File: config.mk
export PLATFORM = sky130hd
export DESIGN_NAME = srio_ireq_pkt_gen
export DESIGN_NICKNAME = d
export VERILOG_FILES = /design/src/rtl/srio_ireq_pkt_gen.sv
export SDC_FILE = /design/constraint.sdc
export NUM_CORES = 1
export LEC_CHECK = 0
export ABC_AREA = 1
export CORE_ASPECT_RATIO = 0.9
export CORE_MARGIN = 5
export CORE_UTILIZATION = 40
export DETAILED_ROUTE_END_ITERATION = 7
export HOLD_SLACK_MARGIN = 0.03
export PLACE_DENSITY = 0.77
export SETUP_SLACK_MARGIN = 0.3
export SYNTH_ARGS = -nofsm -noshare
export SYNTH_HDL_FRONTEND = slang
export SYNTH_SLANG_ARGS = --single-unit
File: constraint.sdc
create_clock -name log_clk -period 1.8 [get_ports log_clk]
set_clock_uncertainty 0.1 [all_clocks]
set_input_delay 0.27 -clock log_clk [delete_from_list [all_inputs] [get_ports log_clk]]
set_output_delay 0.27 -clock log_clk [all_outputs]
set_load 0.01 [all_outputs]
File: src/rtl/srio_ireq_pkt_gen.sv
// srio_ireq_pkt_gen: builds sRIO initiator-request packets (HELLO format) on the
// IREQ AXI4-Stream. Each accepted command produces one header beat; writes
// (FTYPE 5/6) follow it with size_m1[7:3]+1 generated data beats.
//
// Ports
//   log_clk, log_rst_n       clock, asynchronous active-low reset
//   cmd_valid / cmd_ready    command handshake
//   cmd_tid/ftype/ttype      header fields
//   cmd_size_m1, cmd_addr    transfer byte count minus 1, target address
//   m_axis_ireq_*            IREQ stream to the core (tuser = {SRC_ID, DEST_ID})
//   busy                     a packet is in progress
//   pkt_count                completed packets (wraps)
module srio_ireq_pkt_gen #(
    parameter logic [15:0] SRC_ID  = 16'h00FF,
    parameter logic [15:0] DEST_ID = 16'h00F0,
    parameter logic [1:0]  PRIO    = 2'b01
) (
    input  logic        log_clk,
    input  logic        log_rst_n,
    input  logic        cmd_valid,
    output logic        cmd_ready,
    input  logic [7:0]  cmd_tid,
    input  logic [3:0]  cmd_ftype,
    input  logic [3:0]  cmd_ttype,
    input  logic [7:0]  cmd_size_m1,
    input  logic [33:0] cmd_addr,
    output logic        m_axis_ireq_tvalid,
    input  logic        m_axis_ireq_tready,
    output logic        m_axis_ireq_tlast,
    output logic [63:0] m_axis_ireq_tdata,
    output logic [7:0]  m_axis_ireq_tkeep,
    output logic [31:0] m_axis_ireq_tuser,
    output logic        busy,
    output logic [15:0] pkt_count
);

    typedef enum logic [1:0] {StIdle, StHdr, StData, StDone} state_e;

    state_e      state_q, state_d;
    logic        cmd_ready_q, cmd_ready_d;
    logic        busy_q, busy_d;
    logic [15:0] pkt_count_q, pkt_count_d;
    logic        tvalid_q, tvalid_d;
    logic        tlast_q, tlast_d;
    logic [63:0] tdata_q, tdata_d;
    logic [7:0]  tkeep_q, tkeep_d;
    logic [31:0] tuser_q, tuser_d;
    logic        is_write_q, is_write_d;
    logic [4:0]  last_beat_q, last_beat_d;  // index of final data beat
    logic [4:0]  beat_q, beat_d;            // index of data beat on the bus
    logic [7:0]  base_q, base_d;            // byte-0 value of the next data beat

    logic accept;
    logic hs;

    // Byte i of a data beat is base + i (mod 256).
    function automatic logic [63:0] beat_data(input logic [7:0] base);
        logic [63:0] d;
        d = '0;
        for (int i = 0; i < 8; i++) begin
            d[8*i +: 8] = base + 8'(i);
        end
        return d;
    endfunction

    // DONE also accepts, so back-to-back packets are separated by a single idle beat.
    assign accept = cmd_valid && cmd_ready_q && (state_q == StIdle || state_q == StDone);
    assign hs     = tvalid_q && m_axis_ireq_tready;

    always_comb begin
        state_d     = state_q;
        cmd_ready_d = cmd_ready_q;
        busy_d      = busy_q;
        pkt_count_d = pkt_count_q;
        tvalid_d    = tvalid_q;
        tlast_d     = tlast_q;
        tdata_d     = tdata_q;
        tkeep_d     = tkeep_q;
        tuser_d     = tuser_q;
        is_write_d  = is_write_q;
        last_beat_d = last_beat_q;
        beat_d      = beat_q;
        base_d      = base_q;

        unique case (state_q)
            StIdle, StDone: begin
                if (accept) begin
                    state_d     = StHdr;
                    cmd_ready_d = 1'b0;
                    busy_d      = 1'b1;
                    tvalid_d    = 1'b1;
                    tdata_d     = {cmd_tid, cmd_ftype, cmd_ttype, PRIO, 1'b0, 1'b0,
                                   cmd_size_m1, 2'b00, cmd_addr};
                    tkeep_d     = 8'hFF;
                    tuser_d     = {SRC_ID, DEST_ID};
                    is_write_d  = (cmd_ftype == 4'h5) || (cmd_ftype == 4'h6);
                    tlast_d     = !((cmd_ftype == 4'h5) || (cmd_ftype == 4'h6));
                    last_beat_d = cmd_size_m1[7:3];
                    base_d      = cmd_tid;
                    beat_d      = 5'd0;
                end else begin
                    state_d     = StIdle;
                    cmd_ready_d = 1'b1;
                end
            end
            StHdr: begin
                if (hs) begin
                    if (!is_write_q) begin
                        state_d     = StDone;
                        tvalid_d    = 1'b0;
                        tlast_d     = 1'b0;
                        busy_d      = 1'b0;
                        cmd_ready_d = 1'b1;
                        pkt_count_d = pkt_count_q + 16'd1;
                    end else begin
                        state_d = StData;
                        tdata_d = beat_data(base_q);
                        base_d  = base_q + 8'd8;
                        beat_d  = 5'd0;
                        tlast_d = (last_beat_q == 5'd0);
                    end
                end
            end
            StData: begin
                if (hs) begin
                    if (beat_q == last_beat_q) begin
                        state_d     = StDone;
                        tvalid_d    = 1'b0;
                        tlast_d     = 1'b0;
                        busy_d      = 1'b0;
                        cmd_ready_d = 1'b1;
                        pkt_count_d = pkt_count_q + 16'd1;
                    end else begin
                        beat_d  = beat_q + 5'd1;
                        tdata_d = beat_data(base_q);
                        base_d  = base_q + 8'd8;
                        tlast_d = ((beat_q + 5'd1) == last_beat_q);
                    end
                end
            end
        endcase
    end

    always_ff @(posedge log_clk or negedge log_rst_n) begin
        if (!log_rst_n) begin
            state_q     <= StIdle;
            cmd_ready_q <= 1'b0;
            busy_q      <= 1'b0;
            pkt_count_q <= 16'd0;
            tvalid_q    <= 1'b0;
            tlast_q     <= 1'b0;
            tdata_q     <= 64'd0;
            tkeep_q     <= 8'd0;
            tuser_q     <= 32'd0;
            is_write_q  <= 1'b0;
            last_beat_q <= 5'd0;
            beat_q      <= 5'd0;
            base_q      <= 8'd0;
        end else begin
            state_q     <= state_d;
            cmd_ready_q <= cmd_ready_d;
            busy_q      <= busy_d;
            pkt_count_q <= pkt_count_d;
            tvalid_q    <= tvalid_d;
            tlast_q     <= tlast_d;
            tdata_q     <= tdata_d;
            tkeep_q     <= tkeep_d;
            tuser_q     <= tuser_d;
            is_write_q  <= is_write_d;
            last_beat_q <= last_beat_d;
            beat_q      <= beat_d;
            base_q      <= base_d;
        end
    end

    assign cmd_ready          = cmd_ready_q;
    assign busy               = busy_q;
    assign pkt_count          = pkt_count_q;
    assign m_axis_ireq_tvalid = tvalid_q;
    assign m_axis_ireq_tlast  = tlast_q;
    assign m_axis_ireq_tdata  = tdata_q;
    assign m_axis_ireq_tkeep  = tkeep_q;
    assign m_axis_ireq_tuser  = tuser_q;

endmodule

==> results.ini <==
[floorplan]
die_area_um2=18100
coreArea_um2=15300
dieHeight_um=128
row_count=43
io_pins=186
initial_core_util_pct=40.5
die_w_um=141

[synthesis]
synthXorXnorAreaFrac_pct=2.96
synth.ff_latch_count=105
avgSynthCellArea_um2=7.45
seq_area_frac_synth_pct=42.3
synth-simple-area-share_pct=28.7
synth_top_area_share_pct=42.3
synthMuxAreaShare_pct=0.322
syn_inst=833
synth_largest_area_cell=dfrtp_1
ys_types=39
synth_area_um2=6210
synth_compound_area_share_pct=11.2
yosys.area_share.adder_pct=2.82
yosysWarnings=0
synth_top_family_by_area=simple AND/OR/NAND/NOR gates
ys_top_cells_by_area=dfrtp_1 (42%), nand2_1 (19%), o21ai_0 (5.8%)

[place]
io_buffer_count=165
placed_cells=1211
gp_congestion=0.902
post-dp-hpwl_mm=14.2

[final_layout]
layout_common_cells=nand2_1 (245), dfrtp_1 (98), dlygate4sd2_1 (78), buf_4 (72), clkdlybuf4s50_1 (60)
drive_gt1_share_pct=26.1
final_nets=1138
fillCellCount=1331
final_common_cell=nand2_1
diodes=0
layout.cells.non_filler=1269
area_growth_pct=52.9

[pwr]
pwr-share-seq_pct=19.6
intPower_w=0.0115
p_clk_share_pct=9.6
switching_share_pct=46.9
power.density_nw_per_um2=2290
combPwrFrac_pct=70.8
p_leak_nw=4.80
power.switching_w=0.0102
vdd_drop_max_mv=0.996

[route]
wl_per_cell_um=17.1
wirelength_mm=21.7
vias_per_cell=5.12
dr_wl_met2_mm=10.7
first_pass_iters=5
wl_met3_mm=1.49
drc=0
initialDrtViolationCount=440
num_vias=6500
ant_nets=0
dr.max_layer_used=met5
wl_met1_mm=8.93

[clock_tree]
cts_tree=done
clk_latency_ns=0.37
cts_buffer_depth=2
h-tree-depth=3
cts_root_buffer=clkbuf_16
cts_made_buffers=9
clkTransAtPathRegs_ns=0.08
clock-sinks=105

[sta]
slew_headroom_pct=66.5
period_share_pct=106
setup_viol=79
max_freq_ghz=0.526
fin_setup_tns_ns=-4.89
rsz0062_at_grt=yes
setup_ws_ns=-0.100
report.final.hold_viol_count=0
fin_hold_ws_ns=0.231
tightest_slew_ns=0.498
period_needed_ns=1.90
finalMaxSlewViolations=0

[status]
violations=setup timing
status=complete, but fails checks

[job]
max_cap_viol_count=0

[worst_setup_path]
worstSetupPathType=register to register
cp-start-kind=register
crit_required_ns=1.96
path_max_fanout=7
cp-end-kind=register
crit_arrival_ns=2.06

[global_routing]
gr-usage-all-layers_pct=22.2
gr-total-overflow=0
grt_max_degree=70
grt_pass1_wl_mm=31.9
grt_pass1_vias=6195
antenna_found_initial=1

[min_path]
hold_path_class=input pin to async pin

[Yosys cell counts]
cell type / count
clkbuf_1: 14
nand3_4: 1
a21oi_1: 22
o21ai_2: 3
o31ai_1: 1
nand3_1: 28
dfrtp_1: 105
buf_4: 44
nor2_1: 51
conb_1: 1
nand4_1: 21
o21bai_1: 1
o21ai_1: 1
a31oi_1: 11
nand2_1: 316
inv_4: 1
nor3_1: 7
a21oi_2: 1
nand3_2: 1
or2_2: 4
xor2_1: 17
a21oi_4: 1
o21a_1: 1
ha_1: 14
clkinv_1: 1
a21boi_0: 1
inv_2: 1
a22oi_1: 4
buf_6: 7
o22ai_1: 4
o21ai_0: 72
buf_1: 3
mux2i_1: 2
nor2_2: 4
buf_2: 6
nand4_4: 1
o211ai_1: 2
xnor2_1: 4
inv_1: 54
[cells by family after synthesis]
kind of cell               after synthesis
AOI/OAI and AO/OA                      125
xor gates and xnor gates                21
adders and majority gates               14
buffers and inverters                  131
DFF                                    105
muxes                                    2
other                                    1
and+or+nand+nor                        434
[repair_timing]
action                                  4_1_cts  5_1_grt
setup buffers                                21        5
resized for setup                           239      132
hold endpoints to repair                     88        0
hold buffers                                  1        0
cloned                                        7        8
endpoints found under the setup margin      209      110
pin swaps                                     8        9
[area by class of cell]
cell class	instances	area (um^2)	area share, %
sequential	105	2640	27.8
clock inverter	6	75.1	0.791
tap	202	253	2.66
multi-input combinational	618	3420	36.0
inverter	57	226	2.39
timing repair buffer	271	2650	27.9
clock buffer	10	229	2.41
[routing by layer]
metal,track usage [%],up-vias
met3,5.37,38
met2,38.0,245
li1,-,3109
met4,7.92,2
met5,0,-
met1,27.3,3106
[flip-flops by register name, indices dropped and copies added (netlist names)]
signal	flops
cmd_ready	1
is_write_q	1
last_beat_q	5
state_q	2
pkt_count	16
m_axis_ireq_tlast	1
m_axis_ireq_tuser	1
base_q	8
m_axis_ireq_tdata	64
beat_q	5
m_axis_ireq_tvalid	1
[worst paths after layout]
check	startpoint	endpoint	slack (ns)	cells after the start
max	state_q[1]	m_axis_ireq_tdata[16]	-0.10	9
min	log_rst_n	m_axis_ireq_tdata[17]	0.23	2
max reg2reg	state_q[1]	m_axis_ireq_tdata[16]	-0.10	9
min reg2reg	m_axis_ireq_tdata[43]	m_axis_ireq_tdata[43]	0.37	2
max in group asynchronous	log_rst_n	beat_q[3]	0.80	3
min in group log_clk	cmd_tid[2]	base_q[2]	0.37	3
[critical path: stages, from the launching register on]
cell	delay [ns]
dfrtp_1	0.42
inv_1	0.07
ha_2	0.18
o21a_1	0.21
nor2_4	0.15
nand3_4	0.17
buf_12	0.21
clkbuf_16	0.17
nand2_2	0.05
nand2_1	0.05
[power groups by stage]
| stage | sequential (W) | combinational [W] | clock (W) |
|---|---|---|---|
| floorplan | 0.00440 | 0.00641 | 0 |
| global placement | 0.00415 | 0.0110 | 0 |
| detailed placement | 0.00417 | 0.0113 | 0 |
| CTS | 0.00412 | 0.0128 | 0.00211 |
| global route | 0.00438 | 0.0166 | 0.00219 |
| finish | 0.00425 | 0.0154 | 0.00209 |
[through the flow]
stage / instance area (um^2) / util, % / total power, W / setup WS, ns
floorplan: 6320 / - / 0.0108 / -0.00431
global placement: 8300 / 54.1 / 0.0152 / -0.124
detailed placement: 8300 / 54.1 / 0.0154 / -0.149
CTS: 8950 / 58.3 / 0.0191 / -0.0429
global route: 9490 / 61.9 / 0.0231 / -0.190
finish: 9490 / 61.9 / 0.0217 / -0.100
(Power assumes the default switching activity.)
